$ cat src/rtl/load_pkg.sv
// Shared types, parameter defaults and slot-slicing helper for the word loader.
package load_pkg;

  typedef enum logic {
    LOAD = 1'b0,
    FULL = 1'b1
  } state_t;

  localparam int unsigned SYM_W_DEF    = 5;
  localparam int unsigned NUM_SYMS_DEF = 4;
  localparam int unsigned MAX_SYM_DEF  = 26;

  // Bit offset of slot idx inside a packed word of sym_w-wide slots.
  function automatic int unsigned slot_lo(input int unsigned idx, input int unsigned sym_w);
    return idx * sym_w;
  endfunction

endpackage

$ cat src/rtl/rise_edge_det.sv
// Rising-edge detector: pulse is high in the cycle a level first reads 1.
module rise_edge_det #(
  parameter logic RST_VAL = 1'b1
) (
  input  logic clk,
  input  logic rst,
  input  logic level,
  output logic pulse
);

  logic level_q;

  // A reset value of 1 keeps a button held through reset from counting as a press.
  always_ff @(posedge clk) begin
    if (!rst) level_q <= RST_VAL;
    else      level_q <= level;
  end

  assign pulse = level & ~level_q;

endmodule

$ cat src/rtl/load_word_buffer.sv
// Collects NUM_SYMS validated switch symbols, one per button rise, into a packed word.
module load_word_buffer
  import load_pkg::*;
#(
  parameter int unsigned SYM_W    = SYM_W_DEF,
  parameter int unsigned NUM_SYMS = NUM_SYMS_DEF,
  parameter int unsigned MAX_SYM  = MAX_SYM_DEF,
  localparam int unsigned IDX_W   = $clog2(NUM_SYMS + 1)
) (
  input  logic                      clk,
  input  logic                      rst,
  input  logic                      btn_load,
  input  logic                      btn_back,
  input  logic [SYM_W-1:0]          sw_in,
  output logic [SYM_W-1:0]          sw_echo,
  output logic [NUM_SYMS*SYM_W-1:0] word_out,
  output logic                      word_valid,
  output logic                      load_pulse,
  output logic                      err_invalid,
  output logic [IDX_W-1:0]          fill_idx
);

  localparam int unsigned WORD_W = NUM_SYMS * SYM_W;
  localparam int unsigned LSB_W  = $clog2(WORD_W);

  if (NUM_SYMS < 2 || NUM_SYMS > 16) begin : g_bad_num
    $error("NUM_SYMS must be in 2..16");
  end
  if (MAX_SYM >= (2 ** SYM_W)) begin : g_bad_max
    $error("MAX_SYM must fit in SYM_W bits");
  end

  state_t           state;
  logic             ld_e;
  logic             bk_e;
  logic             sym_ok;
  logic             last_slot;
  logic             idx_zero;
  logic [LSB_W-1:0] wr_lsb;
  logic [LSB_W-1:0] back_lsb;

  rise_edge_det #(.RST_VAL(1'b1)) u_load_edge (
    .clk   (clk),
    .rst   (rst),
    .level (btn_load),
    .pulse (ld_e)
  );

  rise_edge_det #(.RST_VAL(1'b1)) u_back_edge (
    .clk   (clk),
    .rst   (rst),
    .level (btn_back),
    .pulse (bk_e)
  );

  // Slot addresses for the write and backspace targets.
  always_comb begin
    sym_ok    = (sw_in <= SYM_W'(MAX_SYM));
    last_slot = (fill_idx == IDX_W'(NUM_SYMS - 1));
    idx_zero  = (fill_idx == '0);
    wr_lsb    = LSB_W'(slot_lo(32'(fill_idx), SYM_W));
    back_lsb  = LSB_W'(slot_lo(32'(fill_idx - IDX_W'(1)), SYM_W));
  end

  always_ff @(posedge clk) begin
    if (!rst) begin
      state       <= LOAD;
      word_out    <= '0;
      fill_idx    <= '0;
      word_valid  <= 1'b0;
      load_pulse  <= 1'b0;
      err_invalid <= 1'b0;
      sw_echo     <= '0;
    end else begin
      sw_echo     <= sw_in;
      load_pulse  <= 1'b0;
      err_invalid <= 1'b0;
      case (state)
        LOAD: begin
          if (ld_e) begin
            if (sym_ok) begin
              word_out[wr_lsb +: SYM_W] <= sw_in;
              fill_idx                  <= fill_idx + IDX_W'(1);
              load_pulse                <= 1'b1;
              if (last_slot) begin
                state      <= FULL;
                word_valid <= 1'b1;
              end
            end else begin
              err_invalid <= 1'b1;
            end
          end else if (bk_e && !idx_zero) begin
            word_out[back_lsb +: SYM_W] <= '0;
            fill_idx                    <= fill_idx - IDX_W'(1);
          end
        end
        FULL: begin
          // Re-arm discards the word without consuming the switch value.
          if (ld_e) begin
            word_out   <= '0;
            fill_idx   <= '0;
            word_valid <= 1'b0;
            load_pulse <= 1'b1;
            state      <= LOAD;
          end else if (bk_e) begin
            word_out[back_lsb +: SYM_W] <= '0;
            fill_idx                    <= IDX_W'(NUM_SYMS - 1);
            word_valid                  <= 1'b0;
            state                       <= LOAD;
          end
        end
        default: state <= LOAD;
      endcase
    end
  end

endmodule

$ cat config.mk
export PLATFORM = sky130hd
export DESIGN_NAME = load_word_buffer
export DESIGN_NICKNAME = d
export VERILOG_FILES = /design/src/rtl/load_pkg.sv /design/src/rtl/rise_edge_det.sv /design/src/rtl/load_word_buffer.sv
export SDC_FILE = /design/constraint.sdc
export NUM_CORES = 1
export LEC_CHECK = 0
export ABC_AREA = 1
export BUFFER_PORTS_ARGS = -buffer_cell sky130_fd_sc_hd__buf_4
export CORE_MARGIN = 2
export CORE_UTILIZATION = 40
export DETAILED_ROUTE_END_ITERATION = 16
export RECOVER_POWER = 100
export SYNTH_ARGS = -nofsm -noshare
export SYNTH_HDL_FRONTEND = slang
export SYNTH_SLANG_ARGS = --single-unit
$ cat constraint.sdc
create_clock -name clk -period 5.45 [get_ports clk]
set_clock_uncertainty 0.05 [all_clocks]
set_input_delay 0.2725 -clock clk [delete_from_list [all_inputs] [get_ports clk]]
set_output_delay 0.2725 -clock clk [all_outputs]
set_load 0.02 [all_outputs]
==> results of run 1 <==
-- routing by layer --
| metal | vias to the layer above | GRT usage [%] | share of wire, % |
|---|---|---|---|
| li1 | 1724 | - | - |
| met1 | 1610 | 36.3 | 48 |
| met5 | - | 0 | 0 |
| met3 | 30 | 4.15 | 5.8 |
| met4 | 0 | 10.7 | 3.2 |
| met2 | 124 | 42.4 | 43 |
-- cells by family (layout without fill, tap and decap cells) --
| group | count (synthesis) | count (layout) |
|---|---|---|
| buffers and inverters | 86 | 117 |
| adder cells (fa/ha/maj) | 15 | 15 |
| XOR/XNOR | 4 | 4 |
| AO/OA/AOI/OAI | 115 | 115 |
| AND/OR/NAND/NOR | 252 | 252 |
| flip-flops | 34 | 34 |
-- cell type report --
class	instances	area, sq um
inverter	69	262
tap	99	124
timing repair buffer	40	176
multi-input combinational	386	2000
fill	858	3910
clock buffer	5	68.8
sequential	34	681
clock inverter	3	68.8
-- power groups by stage --
stage	combinational [mW]	sequential, mW	clock [mW]
6_report	0.557	0.268	0.290
5_1_grt	0.621	0.270	0.306
4_1_cts	0.555	0.268	0.297
3_5_place_dp	0.552	0.274	0
3_3_place_gp	0.561	0.274	0
2_1_floorplan	0.397	0.281	0
-- worst max path at each step --
| stage | startpoint | endpoint | slack (ns) | depth (start not counted) |
|---|---|---|---|---|
| after floorplan | fill_idx[0]$_SDFFE_PN0P_ | word_out[6]$_SDFFE_PN0P_ | 2.25 | 19 |
| after global placement | fill_idx[0]$_SDFFE_PN0P_ | word_out[4]$_SDFFE_PN0P_ | 1.34 | 19 |
| after detailed placement | fill_idx[0]$_SDFFE_PN0P_ | word_out[4]$_SDFFE_PN0P_ | 1.25 | 19 |
| after CTS | fill_idx[0]$_SDFFE_PN0P_ | word_out[4]$_SDFFE_PN0P_ | 1.23 | 19 |
| after global routing | fill_idx[0]$_SDFFE_PN0P_ | word_out[14]$_SDFFE_PN0P_ | 0.46 | 19 |
| final | fill_idx[0]$_SDFFE_PN0P_ | word_out[4]$_SDFFE_PN0P_ | 0.84 | 19 |
-- state kept, by name, summed over array words and instances, names as in the netlist --
register	count
state	1
err_invalid	1
load_pulse	1
u_load_edge.level_q	1
u_back_edge.level_q	1
word_out	20
fill_idx	3
word_valid	1
sw_echo	5
-- critical path, delay by kind of cell, from the launching register on --
family / cells / cell delay (ns)
fa+ha+maj: 3 / 1.36
simple gates: 11 / 1.21
buf+inv: 4 / 0.99
flops: 1 / 0.75
compound gates: 1 / 0.15
-- metrics by stage --
| step | worst slack, ns | power, mW | util, % | area, sq um |
|---|---|---|---|---|
| final | 0.837 | 1.12 | 46.4 | 3380 |
| after global routing | 0.457 | 1.20 | 46.4 | 3380 |
| after CTS | 1.23 | 1.12 | 48.2 | 3510 |
| after detailed placement | 1.25 | 0.827 | 46.3 | 3370 |
| after global placement | 1.34 | 0.835 | 46.3 | 3370 |
| after floorplan | 2.25 | 0.679 | - | 3040 |
-- cell usage in the layout, fill, tap and decap left out, types with 2 or more instances in the layout --
master and n:
o21ai_0 42, inv_1 61, o22ai_1 7, o21a_1 2, nand2_1 134, buf_4 7
o2111ai_1 3, nand3_1 46, o21ai_1 3, xor2_1 2, nor2_4 2, fa_1 2
inv_2 3, xnor2_1 2, nand3b_1 3, dfxtp_1 34, nand2_4 3, clkinv_1 4
nand3_2 2, clkbuf_8 5, nor2_2 4, ha_1 13, a31oi_1 2, nor2_1 37
bufinv_16 2, nand4_1 10, clkbuf_1 33, nor3_1 3, o211ai_1 6, nand2_2 4
a21oi_1 46
==> flow_summary.json, run 1 <==
{
  "outcome": "finished clean",
  "powerDensity_nw_per_um2": 330,
  "yosysTopAreaCellShare_pct": 22.4,
  "synth_compound_area_share_pct": 20.9,
  "area_growth_pct": 11.3,
  "cpMostUsedCell": "nand2_1",
  "gr-total-overflow": 0,
  "p_switching_mw": 0.526,
  "rsz0062_at_grt": "no",
  "cts_max_level": 2,
  "cts_tree": "yes",
  "grt_pass1_vias": 3507,
  "intPower_mw": 0.589,
  "arrival_ns": 4.76,
  "drive_gt1_share_pct": 7.26,
  "wl_um": 10800,
  "relSlewSlack_pct": 35.6,
  "required_ns": 5.59,
  "drc": 0,
  "num_rows": 31,
  "netlist-cell-type-count": 40,
  "ff2ff_path_depth": 19,
  "synth_ff_type": "dfxtp_1",
  "p_seq_share_pct": 24.0,
  "cts_buffer_depth": 2,
  "fin_nets": 560,
  "grt_max_degree": 22,
  "timing.final.crit_share_pct": 84.7,
  "min_period_ns": 4.61,
  "hold_viol_final": 0,
  "coreArea_sq_um": 7290,
  "grt_pass1_wl_um": 17600,
  "min_from": "btn_back",
  "syn_area_per_cell_sq_um": 6.00,
  "path_cells": "inv_1 > ha_1 > clkinv_1 > ha_1 > ha_1 > inv_1 > nand2_1 > nand2_1 > nand2_1 > nand3_1 > nand2_1 > nand2_1 > nand2_4 > nor2_4 > inv_1 > nand2_1 > o2111ai_1 > nand2_1 > nor2_1",
  "via_count": 3488,
  "synthCells": 506,
  "cts.sink_count": 34,
  "drv_slew": 0,
  "synth_edf_count": 0,
  "muxShareOfSynthArea_pct": 0,
  "critPathSlowestCell": "dfxtp_1",
  "clkPwrFrac_pct": 26.0,
  "synthSimpleGateAreaFrac_pct": 37.4,
  "syn_nets": 530,
  "critPathLaunchType": "flip-flop",
  "crit_path_max_incr_delay_ns": 0.75,
  "numCtsBuffers": 5,
  "synth_warnings": 0,
  "start_util_pct": 41.6,
  "post-cts-setup-buffers": 0,
  "ioPinCount": 40,
  "via_per_inst": 5.48,
  "ys_top_cells_by_area": "dfxtp_1 22%, nand2_1 16%, a21oi_1 7.6%",
  "drt_first_pass_iters": 5,
  "dp.cells": 628,
  "worst_slew_pin_slew_ns": 0.967,
  "yosysTopAreaCell": "dfxtp_1",
  "pwr-share-comb_pct": 50.0,
  "synth_common_cells": "133 x nand2_1, 60 x inv_1, 46 x a21oi_1, 46 x nand3_1, 41 x o21ai_0",
  "reg2reg_to": "word_out[4]$_SDFFE_PN0P_",
  "holdPathEnd": "u_back_edge.level_q$_SDFF_PN1_",
  "fin_cells": 636,
  "synthArstFlopShare_pct": 0,
  "path_clk_slew_ns": 0.08,
  "whs_ns": 0.113,
  "ir_worst_vdd_mv": 0.119,
  "hold_path_class": "primary input to flip-flop",
  "wire_per_inst_um": 16.9,
  "ys_seq_elements": 34,
  "dp_hpwl_um": 8210,
  "fp.dieH_um": 91.1,
  "setup_viol": 0,
  "cap_viol_max_count": 0,
  "track_usage_pct": 26.8,
  "finalSetupTns_ns": 0,
  "cp_max_fo": 19,
  "rrSetupSlack_ns": 0.84,
  "r2r_start": "fill_idx[0]$_SDFFE_PN0P_",
  "worst_setup_path_end_kind": "flip-flop",
  "synthXorXnorAreaFrac_pct": 1.15,
  "whs_path_depth": 3,
  "gp_congestion": 0.952,
  "syn_area_sq_um": 3040,
  "clockRootBuffer": "clkbuf_8",
  "yosysMostFrequentCell": "nand2_1",
  "seq_area_frac_synth_pct": 22.4,
  "cts_resized": 0,
  "antenna_left": 0,
  "antenna_found_initial": 0,
  "die_x_um": 91.1,
  "synthAdderAreaFrac_pct": 6.67,
  "drtIter0Drc": 169,
  "portBuffers": 39,
  "synth_top_family_by_area": "simple AND/OR/NAND/NOR gates",
  "diodes": 0,
  "ctsHoldBuffers": 0,
  "worstSetupPathType": "flip-flop to flip-flop",
  "max_freq_ghz": 0.217,
  "switching_share_pct": 47.1,
  "worstSkewPairLatency_ns": 0.29,
  "die_area_sq_um": 8300,
  "p_leak_nw": 1.47
}
Power figures use the tool's default switching activity.
==> run 2: changes to the inputs <==
- clock period: 5.45 -> 3.9 ns (I/O delays scaled with it)
==> run 2 against run 1 <==
Register-to-register slack worse by 0.32 ns. Non-clock buffer count is 9 higher. First-iteration DRC count is 120% higher. Routed wire length is 2.3% higher. Critical path type unchanged.
==> flow_summary.json, run 2 (same netlist as run 1, synthesis figures left out) <==
{
  "intPower_mw": 0.722,
  "worstSkewPairLatency_ns": 0.29,
  "drtIter0Drc": 367,
  "outcome": "finished clean",
  "drc": 0,
  "required_ns": 4.01,
  "ioPinCount": 40,
  "timing.final.crit_share_pct": 86.7,
  "gp_congestion": 0.911,
  "cp_max_fo": 9,
  "num_rows": 31,
  "r2r_start": "fill_idx[1]$_SDFFE_PN0P_",
  "path_clk_slew_ns": 0.08,
  "holdPathEnd": "u_back_edge.level_q$_SDFF_PN1_",
  "p_leak_nw": 1.50,
  "pwr-share-comb_pct": 54.6,
  "min_from": "btn_back",
  "post-cts-setup-buffers": 0,
  "clkPwrFrac_pct": 19.9,
  "rsz0062_at_grt": "no",
  "p_seq_share_pct": 25.5,
  "rrSetupSlack_ns": 0.52,
  "max_flop_register": "word_out",
  "diodes": 0,
  "antenna_left": 0,
  "cts_tree": "yes",
  "powerDensity_nw_per_um2": 428,
  "layout_common_cells": "133 x nand2_1, 61 x inv_1, 47 x nand3_1, 46 x a21oi_1, 42 x o21ai_0",
  "start_util_pct": 41.6,
  "cts.sink_count": 34,
  "via_per_inst": 5.41,
  "area_growth_pct": 11.9,
  "drive_gt1_share_pct": 8.24,
  "die_area_sq_um": 8300,
  "reg2reg_to": "word_out[15]$_SDFFE_PN0P_",
  "cts_max_level": 2,
  "via_count": 3488,
  "cap_viol_max_count": 0,
  "wire_per_inst_um": 17.1,
  "ir_worst_vdd_mv": 0.154,
  "fp.dieH_um": 91.1,
  "track_usage_pct": 27.4,
  "setup_ws_ns": 0.519,
  "min_period_ns": 3.38,
  "max_freq_ghz": 0.296,
  "dp_hpwl_um": 8400,
  "numCtsBuffers": 5,
  "clockRootBuffer": "clkbuf_8",
  "drt_first_pass_iters": 5,
  "antenna_found_initial": 0,
  "ff2ff_path_depth": 20,
  "die_x_um": 91.1,
  "placed_cell_area_sq_um": 3440,
  "fin_nets": 569,
  "p_switching_mw": 0.733,
  "largest_register_ffs": 20,
  "drv_slew": 0,
  "grt_pass1_wl_um": 17900,
  "cts_buffer_depth": 2,
  "portBuffers": 39,
  "grt_pass1_vias": 3303,
  "top_regs": "word_out (20), sw_echo (5), fill_idx (3)",
  "coreArea_sq_um": 7290,
  "wl_um": 11000,
  "worstSetupPathType": "flip-flop to flip-flop",
  "finalSetupTns_ns": 0,
  "hold_path_class": "primary input to flip-flop",
  "relSlewSlack_pct": 39.5,
  "cts_resized": 0,
  "ctsHoldBuffers": 0,
  "worst_setup_path_end_kind": "flip-flop",
  "switching_share_pct": 50.4,
  "arrival_ns": 3.49,
  "dpl_worst_slack_ns": 0.537,
  "final_common_cell": "nand2_1",
  "critPathLaunchType": "flip-flop",
  "hold_viol_final": 0,
  "gr-total-overflow": 0,
  "setup_viol": 0,
  "whs_path_depth": 3,
  "worst_slew_pin_slew_ns": 0.908,
  "grt_max_degree": 20,
  "stdcell_area_sq_um": 3400
}
==> run 2: cell types whose count changed in the layout (fill, tap and decap cells not counted), sizes merged <==
cell	before	now
buf	7	15
clkbuf	38	41
bufinv	2	0
==> run 2: final cells by class <==
| type | instances | area, sq um |
|---|---|---|
| fill | 860 | 3890 |
| multi-input combinational | 386 | 2000 |
| sequential | 34 | 681 |
| inverter | 69 | 262 |
| timing repair buffer | 49 | 240 |
| tap | 99 | 124 |
| clock buffer | 7 | 86.3 |
| clock inverter | 1 | 5.00 |
==> run 2: how the worst max path moves through the flow <==
stage	startpoint	end	depth (start not counted)
after floorplan	fill_idx[0]$_SDFFE_PN0P_	word_out[6]$_SDFFE_PN0P_	19
after detailed placement	fill_idx[1]$_SDFFE_PN0P_	word_out[4]$_SDFFE_PN0P_	20
after global placement	fill_idx[1]$_SDFFE_PN0P_	word_out[4]$_SDFFE_PN0P_	20
after global routing	fill_idx[1]$_SDFFE_PN0P_	word_out[14]$_SDFFE_PN0P_	20
after CTS	fill_idx[1]$_SDFFE_PN0P_	word_out[4]$_SDFFE_PN0P_	20
final	fill_idx[1]$_SDFFE_PN0P_	word_out[15]$_SDFFE_PN0P_	20
==> run 2: per-layer routing <==
layer	GRT usage [%]	share of wire [%]	vias to the layer above
met5	0	0	-
met4	6.82	2.0	0
met3	3.32	6.5	19
met2	41.0	42	143
met1	41.4	49	1592
li1	-	-	1734
==> run 2: stage by stage <==
| step | hold slack (ns) | power, mW | cells | util [%] |
|---|---|---|---|---|
| floorplan | 0.237 | 0.948 | 506 | - |
| global placement | 0.326 | 1.18 | 637 | 47.2 |
| detailed placement | 0.332 | 1.17 | 637 | 47.2 |
| CTS | 0.0297 | 1.46 | 645 | 48.5 |
| global route | 0.0553 | 1.56 | 645 | 46.6 |
| finish | 0.0302 | 1.46 | 645 | 46.6 |
==> run 2: power by group through the flow <==
stage	Sequential (mW)	Combinational, mW	Clock [mW]
after floorplan	0.393	0.555	0
after global placement	0.379	0.800	0
after detailed placement	0.379	0.786	0
after CTS	0.371	0.790	0.295
after global routing	0.373	0.880	0.306
final	0.371	0.795	0.290
==> run 2: worst max-delay path: stages, from the launching register on <==
cell and delay [ns]:
dfxtp_1 0.53, inv_1 0.18, ha_1 0.26, ha_1 0.34, inv_1 0.08, ha_1 0.18
ha_1 0.20, inv_1 0.08, nand2_1 0.06, nand2_1 0.06, nand2_1 0.05, nand3_1 0.11
nand2_1 0.10, nand2_4 0.13, nand2_4 0.10, inv_1 0.14, nand3_1 0.23, inv_1 0.13
nand3_1 0.08, nand3_1 0.09, a21oi_1 0.07
